## src/rtl/rx_frame_ctrl_if.sv

```systemverilog
// Buffer-write port and consumer ready/ack handshake of the RX frame controller.
// The controller drives the master side; the frame-buffer consumer drives frame_ack.
interface rx_frame_ctrl_if #(
    parameter int BUF_AW = 8
);
    logic              wr_en;
    logic              wr_sel;
    logic [BUF_AW-1:0] wr_addr;
    logic [7:0]        wr_data;
    logic              rd_sel;
    logic              frame_rdy;
    logic [BUF_AW-1:0] frame_len;
    logic              frame_ack;

    modport master (
        output wr_en, wr_sel, wr_addr, wr_data, rd_sel, frame_rdy, frame_len,
        input  frame_ack
    );

    modport slave (
        input  wr_en, wr_sel, wr_addr, wr_data, rd_sel, frame_rdy, frame_len,
        output frame_ack
    );
endinterface

```

## src/rtl/rx_frame_ctrl.sv

```systemverilog
// RX frame controller: parses src/dst/len/payload/crc frames, filters and length-checks them,
// writes bytes into a ping-pong buffer pair and hands CRC-good frames to the consumer.
module rx_frame_ctrl #(
    parameter int BUF_AW = 8
) (
    input  logic        clk,
    input  logic        reset_n,
    input  logic [7:0]  rx_data,
    input  logic        rx_data_clk,
    input  logic        rx_bus_idle,
    input  logic [15:0] rx_crc,
    output logic        force_wait_idle,
    input  logic [7:0]  filter_addr,
    input  logic        promisc,
    output logic        err_crc,
    output logic        err_lost,
    output logic        err_abort,
    rx_frame_ctrl_if.master bus
);
    localparam int CNT_W = BUF_AW + 1;
    localparam logic [CNT_W-1:0] MAX_LEN = CNT_W'((1 << BUF_AW) - 5);

    typedef enum logic [1:0] {
        S_WAIT_IDLE = 2'd0,
        S_IDLE      = 2'd1,
        S_RECV      = 2'd2,
        S_DROP      = 2'd3
    } state_t;

    state_t            r_state;
    state_t            w_state_nxt;
    logic [CNT_W-1:0]  r_byte_cnt;
    logic [7:0]        r_len;
    logic              r_buf_sel;
    logic              r_wr_en;
    logic              r_wr_sel;
    logic [BUF_AW-1:0] r_wr_addr;
    logic [7:0]        r_wr_data;
    logic              r_rd_sel;
    logic              r_frame_rdy;
    logic [BUF_AW-1:0] r_frame_len;
    logic              r_fwi;
    logic              r_err_crc;
    logic              r_err_lost;
    logic              r_err_abort;

    logic              w_dst_rej;
    logic              w_len_bad;
    logic              w_final;
    logic              w_buf_free;
    logic              w_wr_en;
    logic              w_fwi;
    logic              w_err_crc;
    logic              w_err_lost;
    logic              w_err_abort;
    logic              w_handover;
    logic [BUF_AW-1:0] w_wr_addr;

    assign w_dst_rej  = (r_byte_cnt == CNT_W'(1)) && !promisc &&
                        (rx_data != filter_addr) && (rx_data != 8'hFF);
    assign w_len_bad  = (r_byte_cnt == CNT_W'(2)) && (CNT_W'(rx_data) > MAX_LEN);
    // len+4 is never below 4, so a stale len cannot fire during the header bytes
    assign w_final    = (r_byte_cnt == (CNT_W'(r_len) + CNT_W'(4)));
    assign w_buf_free = !r_frame_rdy || bus.frame_ack;
    assign w_wr_addr  = (r_state == S_IDLE) ? '0 : r_byte_cnt[BUF_AW-1:0];

    // State register.
    always_ff @(posedge clk) begin
        if (!reset_n) begin
            r_state <= S_WAIT_IDLE;
        end else begin
            r_state <= w_state_nxt;
        end
    end

    // Next-state logic; a byte strobe takes precedence over bus idle in the same cycle.
    always_comb begin
        w_state_nxt = r_state;
        case (r_state)
            S_WAIT_IDLE: begin
                if (rx_bus_idle) w_state_nxt = S_IDLE;
                else             w_state_nxt = S_WAIT_IDLE;
            end
            S_IDLE: begin
                if (rx_data_clk) w_state_nxt = S_RECV;
                else             w_state_nxt = S_IDLE;
            end
            S_RECV: begin
                if (rx_data_clk) begin
                    if (w_dst_rej || w_len_bad) w_state_nxt = S_DROP;
                    else if (w_final)           w_state_nxt = S_WAIT_IDLE;
                    else                        w_state_nxt = S_RECV;
                end else if (rx_bus_idle) begin
                    w_state_nxt = S_IDLE;
                end else begin
                    w_state_nxt = S_RECV;
                end
            end
            S_DROP: begin
                if (rx_bus_idle) w_state_nxt = S_IDLE;
                else             w_state_nxt = S_DROP;
            end
            default: w_state_nxt = S_WAIT_IDLE;
        endcase
    end

    // Output decode: write strobe, resync request, error classes and handover.
    always_comb begin
        w_wr_en     = 1'b0;
        w_fwi       = 1'b0;
        w_err_crc   = 1'b0;
        w_err_lost  = 1'b0;
        w_err_abort = 1'b0;
        w_handover  = 1'b0;
        case (r_state)
            S_IDLE: w_wr_en = rx_data_clk;
            S_RECV: begin
                if (rx_data_clk) begin
                    w_wr_en = 1'b1;
                    if (w_dst_rej) begin
                        w_fwi = 1'b1;
                    end else if (w_len_bad) begin
                        w_fwi       = 1'b1;
                        w_err_abort = 1'b1;
                    end else if (w_final) begin
                        if (rx_crc != 16'h0000) w_err_crc  = 1'b1;
                        else if (w_buf_free)    w_handover = 1'b1;
                        else                    w_err_lost = 1'b1;
                    end else begin
                        w_fwi = 1'b0;
                    end
                end else if (rx_bus_idle) begin
                    w_err_abort = 1'b1;
                end else begin
                    w_err_abort = 1'b0;
                end
            end
            default: w_wr_en = 1'b0;
        endcase
    end

    // Byte counter, cleared whenever IDLE is entered, and captured length field.
    always_ff @(posedge clk) begin
        if (!reset_n) begin
            r_byte_cnt <= '0;
            r_len      <= '0;
        end else begin
            if (w_state_nxt == S_IDLE && r_state != S_IDLE) r_byte_cnt <= '0;
            else if (rx_data_clk && r_state == S_IDLE)     r_byte_cnt <= CNT_W'(1);
            else if (rx_data_clk && r_state == S_RECV)     r_byte_cnt <= r_byte_cnt + CNT_W'(1);
            else                                           r_byte_cnt <= r_byte_cnt;
            if (rx_data_clk && r_state == S_RECV && r_byte_cnt == CNT_W'(2)) r_len <= rx_data;
            else                                                              r_len <= r_len;
        end
    end

    // Registered outputs. wr_sel is registered alongside wr_en/wr_addr so the final CRC
    // byte still lands in the buffer being handed over, one cycle before wr_sel flips.
    always_ff @(posedge clk) begin
        if (!reset_n) begin
            r_buf_sel   <= 1'b0;
            r_wr_en     <= 1'b0;
            r_wr_sel    <= 1'b0;
            r_wr_addr   <= '0;
            r_wr_data   <= 8'h00;
            r_rd_sel    <= 1'b1;
            r_frame_rdy <= 1'b0;
            r_frame_len <= '0;
            r_fwi       <= 1'b0;
            r_err_crc   <= 1'b0;
            r_err_lost  <= 1'b0;
            r_err_abort <= 1'b0;
        end else begin
            r_wr_en     <= w_wr_en;
            r_wr_sel    <= r_buf_sel;
            r_fwi       <= w_fwi;
            r_err_crc   <= w_err_crc;
            r_err_lost  <= w_err_lost;
            r_err_abort <= w_err_abort;
            if (w_wr_en) begin
                r_wr_addr <= w_wr_addr;
                r_wr_data <= rx_data;
            end else begin
                r_wr_addr <= r_wr_addr;
                r_wr_data <= r_wr_data;
            end
            if (w_handover) begin
                r_frame_rdy <= 1'b1;
                r_rd_sel    <= r_buf_sel;
                r_buf_sel   <= ~r_buf_sel;
                r_frame_len <= BUF_AW'(r_len) + BUF_AW'(3);
            end else if (bus.frame_ack && r_frame_rdy) begin
                r_frame_rdy <= 1'b0;
            end else begin
                r_frame_rdy <= r_frame_rdy;
            end
        end
    end

    assign bus.wr_en        = r_wr_en;
    assign bus.wr_sel       = r_wr_sel;
    assign bus.wr_addr      = r_wr_addr;
    assign bus.wr_data      = r_wr_data;
    assign bus.rd_sel       = r_rd_sel;
    assign bus.frame_rdy    = r_frame_rdy;
    assign bus.frame_len    = r_frame_len;
    assign force_wait_idle  = r_fwi;
    assign err_crc          = r_err_crc;
    assign err_lost         = r_err_lost;
    assign err_abort        = r_err_abort;
endmodule

```

## src/flat_wrapper.sv

```systemverilog
// flat-port wrapper written by rule: the top's interface ports become plain ports
module rx_frame_ctrl_flat 
#(
    parameter int BUF_AW = 8
)
  (clk, reset_n, rx_data, rx_data_clk, rx_bus_idle, rx_crc, force_wait_idle, filter_addr, promisc, err_crc, err_lost, err_abort, bus_wr_en, bus_wr_sel, bus_wr_addr, bus_wr_data, bus_rd_sel, bus_frame_rdy, bus_frame_len, bus_frame_ack);
  rx_frame_ctrl_if #(.BUF_AW(BUF_AW)) bus_i ();
  input  logic clk;
  input  logic reset_n;
  input  logic [7:0] rx_data;
  input  logic rx_data_clk;
  input  logic rx_bus_idle;
  input  logic [15:0] rx_crc;
  output logic force_wait_idle;
  input  logic [7:0] filter_addr;
  input  logic promisc;
  output logic err_crc;
  output logic err_lost;
  output logic err_abort;
  output wire logic [$bits(bus_i.wr_en)-1:0] bus_wr_en;
  output wire logic [$bits(bus_i.wr_sel)-1:0] bus_wr_sel;
  output wire logic [$bits(bus_i.wr_addr)-1:0] bus_wr_addr;
  output wire logic [$bits(bus_i.wr_data)-1:0] bus_wr_data;
  output wire logic [$bits(bus_i.rd_sel)-1:0] bus_rd_sel;
  output wire logic [$bits(bus_i.frame_rdy)-1:0] bus_frame_rdy;
  output wire logic [$bits(bus_i.frame_len)-1:0] bus_frame_len;
  input wire logic [$bits(bus_i.frame_ack)-1:0] bus_frame_ack;
  assign bus_wr_en = bus_i.wr_en;
  assign bus_wr_sel = bus_i.wr_sel;
  assign bus_wr_addr = bus_i.wr_addr;
  assign bus_wr_data = bus_i.wr_data;
  assign bus_rd_sel = bus_i.rd_sel;
  assign bus_frame_rdy = bus_i.frame_rdy;
  assign bus_frame_len = bus_i.frame_len;
  assign bus_i.frame_ack = bus_frame_ack;
  rx_frame_ctrl #(.BUF_AW(BUF_AW)) u_core (.clk(clk), .reset_n(reset_n), .rx_data(rx_data), .rx_data_clk(rx_data_clk), .rx_bus_idle(rx_bus_idle), .rx_crc(rx_crc), .force_wait_idle(force_wait_idle), .filter_addr(filter_addr), .promisc(promisc), .err_crc(err_crc), .err_lost(err_lost), .err_abort(err_abort), .bus(bus_i));
endmodule
```

## config.mk

```make
export PLATFORM = sky130hd
export DESIGN_NAME = rx_frame_ctrl_flat
export DESIGN_NICKNAME = d
export VERILOG_FILES = /design/src/rtl/rx_frame_ctrl_if.sv /design/src/rtl/rx_frame_ctrl.sv /design/src/flat_wrapper.sv
export SDC_FILE = /design/constraint.sdc
export NUM_CORES = 1
export LEC_CHECK = 0
export BUFFER_PORTS_ARGS = -buffer_cell sky130_fd_sc_hd__buf_2
export CAP_MARGIN = 20
export CORE_MARGIN = 10
export CORE_UTILIZATION = 47
export DETAILED_ROUTE_END_ITERATION = 8
export PLACE_DENSITY = 0.75
export SLEW_MARGIN = 0
export SYNTH_ARGS = -nofsm -noshare
export SYNTH_HDL_FRONTEND = slang
export SYNTH_SLANG_ARGS = --single-unit
```

## constraint.sdc

```tcl
create_clock -name clk -period 2.15 [get_ports clk]
set_input_delay 0.3225 -clock clk [delete_from_list [all_inputs] [get_ports clk]]
set_output_delay 0.3225 -clock clk [all_outputs]
set_load 0.01 [all_outputs]
```

# After elaboration in Yosys (flattened, before gate mapping)
# Cells that the tools add are included.
# classes
n_addsub	3
order_cmp	1
n_eq_ne	10
n_mux	29
n_bitwise	5
n_reduce_logical	23
# op_table
cell	n
$mux W1	20
$reduce_bool A16 Y1	1
$mux W2	6
$add A8 B3 Y9 const B	1
$add A9 B1 Y9 const B	1
$eq A9 B1 Y1 const B	1
$eq A9 B2 Y1 const B	1
$eq A9 B9 Y1	1
$logic_and A1 B1 Y1	9
$add A8 B2 Y8 const B	1
$gt A8 B8 Y1 const B	1
$mux W8	1
$ne A8 B8 Y1	1
$ne A8 B8 Y1 const B	1
$pmux W2 S4	1
$reduce_or A7 Y1	1
$reduce_or A6 Y1	1
$not A1 Y1	5
$eq A2 B1 Y1 const B	2
$eq A2 B2 Y1 const B	2
$reduce_bool A2 Y1	2
$reduce_and A3 Y1	1
$reduce_or A3 Y1	1
$logic_not A1 Y1	2
other kinds (6)	7
# word_totals
regBits	52
inputBits	38
output_inout_bits	32

# Depth between registers and ports, before layout
# depth
depth_word	11
mapped_depth	8
mapped_depth_nobuf	8

# Worst setup path after synthesis
# OpenSTA, ideal clock, no wires.
# synth_path
path_kind	register -> register
startpoint	register u_core.r_len[2]
endpoint	register u_core.r_rd_sel, in the netlist u_core.bus.rd_sel
setup_ps	120
t_arrival_ps	2117
setup_slack_ps	-86
path_stages_with_launch	9
n_path_buf	1
cell_sequence	dfxtp_1 ha_1 buf_2 o21ba_1 a221o_1 a211oi_2 o211ai_4 or4_4 o31a_1
# synth_via
elab_chain_len	7
# synth_lines
element	line	source
start, declared	rx_frame_ctrl.sv:33	logic [7:0] r_len;
start signal, assigned	rx_frame_ctrl.sv:152	if (rx_data_clk && r_state == S_RECV && r_byte_cnt == CNT_W'(2)) r_len <= rx_data;
start signal, assigned	rx_frame_ctrl.sv:153	else r_len <= r_len;
$add A8 B3 Y9	rx_frame_ctrl.sv:63	assign w_final = (r_byte_cnt == (CNT_W'(r_len) + CNT_W'(4)));
$eq A9 B9 Y1	rx_frame_ctrl.sv:63	
$mux W1	rx_frame_ctrl.sv:125	end else if (w_final) begin
$mux W1	rx_frame_ctrl.sv:122	end else if (w_len_bad) begin
$mux W1	rx_frame_ctrl.sv:120	if (w_dst_rej) begin
$mux W1	rx_frame_ctrl.sv:118	if (rx_data_clk) begin
$mux W1	rx_frame_ctrl.sv:115	case (r_state)
end signal, assigned	rx_frame_ctrl.sv:189	r_rd_sel <= r_buf_sel;
end, declared	rx_frame_ctrl.sv:39	logic r_rd_sel;
# Every way passes these cells.
# A chain may end at the register's enable or synchronous reset.

# Worst setup path after layout
# layout_path
startpoint	register u_core.r_len[3]
endpoint	register u_core.r_byte_cnt[0]
# layout_via
elab_chain_len	9
# layout_lines
element	line	source
$add A8 B3 Y9	rx_frame_ctrl.sv:63	
$eq A9 B9 Y1	rx_frame_ctrl.sv:63	
$mux W2	rx_frame_ctrl.sv:91	else if (w_final) w_state_nxt = S_WAIT_IDLE;
$mux W2	rx_frame_ctrl.sv:90	if (w_dst_rej || w_len_bad) w_state_nxt = S_DROP;
$mux W2	rx_frame_ctrl.sv:89	if (rx_data_clk) begin
$pmux W2 S4	rx_frame_ctrl.sv:79	case (r_state)
$eq A2 B1 Y1	rx_frame_ctrl.sv:148	if (w_state_nxt == S_IDLE && r_state != S_IDLE) r_byte_cnt <= '0;
$logic_and A1 B1 Y1	rx_frame_ctrl.sv:148	
$reduce_or A2 Y1 (no line)	-	
end signal, assigned	rx_frame_ctrl.sv:150	else if (rx_data_clk && r_state == S_RECV) r_byte_cnt <= r_byte_cnt + CNT_W'(1);
end signal, assigned	rx_frame_ctrl.sv:151	else r_byte_cnt <= r_byte_cnt;
end, declared	rx_frame_ctrl.sv:32	logic [CNT_W-1:0] r_byte_cnt;
# Every way passes these cells.

==> flow_summary.yaml <==
cts:
  cts_buffers: 5
  clk_pin_slew_ns: 0.10
  cts-htree-levels: 2
  cts_hold_repair.buffers: 0
  cts.path.max_buffers: 2
  cts-root-buf: "sky130_fd_sc_hd__clkbuf_8"
  tritoncts_sink_count: 52
  clock_latency_on_the_worst_skew_pair_ns: 0.31
  tritoncts_clock_tree: "done"
critical_path:
  endpoint_kind: "flop"
  critical_path.slowest_cell: "sky130_fd_sc_hd__dfxtp_2"
  cp-start-kind: "flop"
  crit_fanout: 10
  worst-setup-path-type: "reg2reg"
  critical_path_at_ns: 2.33
  worst_path_largest_cell_delay_ns: 0.35
  required_ns: 2.35
  cell_by_cell_listing_of_the_critical_path: "ha_4 -> o21ba_1 -> a221o_1 -> a211oi_2 -> o211ai_4 -> buf_6 -> o311ai_4 -> buf_12 -> a21oi_1"
power_and_ir_drop:
  powerDensity_mw_per_mm2: 533
  total_leakage_power_uw: 0.00154
  power.switching_uw: 448
  p_clk_share_pct: 37.3
  seq_power_share_pct: 53.2
  power.share.switching_pct: 24.3
  combPwrFrac_pct: 9.5
  internal_power_uw: 1390
  max-vdd-ir-drop_mv: 0.350
route:
  via_count: 2516
  initialDrtViolationCount: 105
  post-route-drc-count: 0
  drt_first_pass_iters: 4
  antenna_left: 0
  drt_wirelength_um: 7240
  wl_per_cell_um: 15.1
  detail_route.vias_per_cell: 5.25
run_status:
  outcome: "finished clean"
timing:
  timing.slew.headroom_pct: 59.1
  timing.final.setup_violations: 0
  final_min_period_over_clock_period_pct: 99.3
  timing_worst_slew_pin_value_ns: 0.612
  timing.final.max_slew_violations: 0
  timing.setup.tns_ns: 0
  maxClockFrequency_ghz: 0.469
  timing.final.crit_period_ns: 2.13
  rsz_0062_raised_after_global_routing: "true"
  finalHoldViolations: 0
  final_worst_clock_skew_ns: 0.00381
global_route:
  groute.usage.overall_pct: 16.0
  maximum_number_of_pins_on_one_net_before_global_route_repair: 24
  first_global_vias: 2489
  grt-ovfl-total: 0
  antenna_found_initial: 0
  grt_first_pass_wirelength_um: 11900
final_layout:
  syn2layout_area_growth_pct: 26.0
  antenna_cells_inserted: 0
  finalCoreUtilization_pct: 61.9
  post_route_cells_drive_above_1_share_pct: 29.2
  nets: 453
placed_design:
  port_buffer_count: 69
  dp.final_hpwl_um: 5590
  gp_congestion: 0.904
yosys:
  yosys_warnings: 0
  synth_top_cell_by_area: "sky130_fd_sc_hd__dfxtp_1"
  synthesis.area_mm2: 0.00274
  post_synth_inst_count: 322
  ys.flop_type: "sky130_fd_sc_hd__dfxtp_1"
  async_s_r_ff_share_synth_pct: 0
  synth-seq-cells: 52
  syn-mean-instance-area_um2: 8.51
  synth.distinct_cells: 49
  synth-edff-count: 0
  synth_top_area_share_pct: 38.0
  mappedNetlistNets: 369
  synth.top_cells.by_area: "sky130_fd_sc_hd__dfxtp_1 38%, sky130_fd_sc_hd__nand2_1 7.3%, sky130_fd_sc_hd__mux2i_1 5.8%, sky130_fd_sc_hd__a21oi_1 5.1%, sky130_fd_sc_hd__xnor2_1 5.1%"
  ys_seq_area_share_pct: 38.0
die:
  starting_density_of_the_core_pct: 49.2
  placement_rows: 27
  core_area_mm2: 0.00557
  design.die.area_mm2: 0.00928
  floorplan.die.width_um: 96.4
  io-pin-count: 70
  dieHeight_um: 96.4
job:
  max-cap-violations: 0
hold_path:
  hold_path.class: "in2reg"
[cell usage after synthesis (2+ instances only)]
library cell	number
sky130_fd_sc_hd__o21ai_0	6
sky130_fd_sc_hd__a211oi_1	3
sky130_fd_sc_hd__and3_1	9
sky130_fd_sc_hd__xor2_1	13
sky130_fd_sc_hd__nand2_1	53
sky130_fd_sc_hd__a21oi_1	28
sky130_fd_sc_hd__buf_6	3
sky130_fd_sc_hd__o211ai_1	2
sky130_fd_sc_hd__xnor2_1	16
sky130_fd_sc_hd__inv_1	11
sky130_fd_sc_hd__a31oi_1	2
sky130_fd_sc_hd__clkbuf_1	8
sky130_fd_sc_hd__nor4_1	10
sky130_fd_sc_hd__nor2b_1	2
sky130_fd_sc_hd__o21a_1	2
sky130_fd_sc_hd__buf_2	4
sky130_fd_sc_hd__and3_2	2
sky130_fd_sc_hd__nor3_1	4
sky130_fd_sc_hd__and2_1	3
sky130_fd_sc_hd__nand3_1	8
sky130_fd_sc_hd__nand4_1	5
sky130_fd_sc_hd__dfxtp_1	52
sky130_fd_sc_hd__nor2_1	24
sky130_fd_sc_hd__nand3b_1	2
sky130_fd_sc_hd__nand2b_1	2
sky130_fd_sc_hd__o221ai_1	2
sky130_fd_sc_hd__mux2i_1	16
sky130_fd_sc_hd__ha_1	9
[power by group through the flow]
| stage | logic, uW | clock network, uW | registers, uW |
|---|---|---|---|
| final | 175 | 686 | 978 |
| after detailed placement | 173 | 0 | 1000 |
| after global routing | 194 | 739 | 980 |
| after global placement | 169 | 0 | 1000 |
| after floorplan | 88.4 | 0 | 1000 |
| after CTS | 174 | 706 | 979 |
[through the flow]
step | setup WS [ns] | hold WS (ns) | power [uW] | instance area (um^2) | cells
final | 0.0159 | 0.286 | 1840 | 3450 | 479
after global routing | -0.106 | 0.293 | 1910 | 3450 | 479
after CTS | -0.0464 | 0.274 | 1860 | 3410 | 478
after detailed placement | -0.101 | 0.446 | 1170 | 3250 | 467
after global placement | -0.0257 | 0.441 | 1170 | 3250 | 467
after floorplan | -0.0852 | 0.442 | 1090 | 2740 | 322
[cell families after synthesis]
kind of cell               count (synthesis)  synth area share [%]
and+or+nand+nor                          131                  23.1
AOI/OAI and AO/OA                         58                  14.8
DFF                                       52                  38.0
xor gates and xnor gates                  29                  9.27
buffers and inverters                     27                  4.84
muxes                                     16                  5.84
adders and majority gates                  9                  4.11
[layer usage]
layer / part of all wire (%) / GRT usage [%]
met1: 40 / 18.1
met5: 0 / 0
met3: 5.8 / 4.44
met2: 53 / 29.0
met4: 1.7 / 3.87
[placed cells by master (no fill, tap or decap), drive strengths merged, types with 3 or more instances in the layout]
master / synthesis / final
buf: 8 / 93
mux2i: 16 / 16
xor2: 13 / 13
dfxtp: 52 / 52
inv: 11 / 11
and3: 11 / 11
o21ai: 7 / 7
xnor2: 16 / 16
a211oi: 4 / 4
nor2: 25 / 25
nor3: 4 / 4
nand2: 53 / 53
nor4: 10 / 10
o211ai: 3 / 3
and2: 3 / 3
clkbuf: 8 / 5
a21oi: 28 / 28
nand4: 5 / 5
ha: 9 / 9
nand3: 8 / 8
[worst paths after layout]
| check | from | end | slack [ns] | cells past startpoint |
|---|---|---|---|---|
| max | u_core.r_len[3]$_SDFFE_PN0P_ | u_core.r_byte_cnt[0]$_SDFFE_PP0P_ | 0.02 | 9 |
| min | rx_data[7] | u_core.bus.wr_data[7]$_SDFFE_PN0P_ | 0.29 | 3 |
| max reg2reg | u_core.r_len[3]$_SDFFE_PN0P_ | u_core.r_byte_cnt[0]$_SDFFE_PP0P_ | 0.02 | 9 |
| min reg2reg | u_core.bus.frame_len[2]$_SDFFE_PN0P_ | u_core.bus.frame_len[2]$_SDFFE_PN0P_ | 0.46 | 2 |
[area by class of cell]
cell class                      instances  area (um^2)
Inverter                               11         41.3
Multi-Input combinational cell        243         1610
Tap cell                               72         90.1
Sequential cell                        52         1040
Timing Repair Buffer                   93          554
Fill cell                             483         2120
Clock inverter                          3         47.5
Clock buffer                            5         68.8
[worst max-delay path: cells and delay by family (launching register included)]
kind / cells / cell delay [ns]
buf+inv: 2 / 0.31
fa+ha+maj: 1 / 0.17
compound gates: 6 / 1.20
flops: 1 / 0.35
[sequential cells by signal (all words and copies together) (netlist names), 2 cells and up]
signal                count
u_core.r_byte_cnt         9
u_core.bus.wr_addr        8
u_core.r_state            2
u_core.r_len              8
u_core.bus.frame_len      8
u_core.bus.wr_data        8
[what timing repair did]
| item | 4_1_cts | 5_1_grt |
|---|---|---|
| pin swaps | 6 | 5 |
| setup buffers | 3 | 1 |
| endpoints found under the setup margin | 12 | 22 |
| gates resized for setup | 4 | 5 |
(Power assumes the default switching activity.)
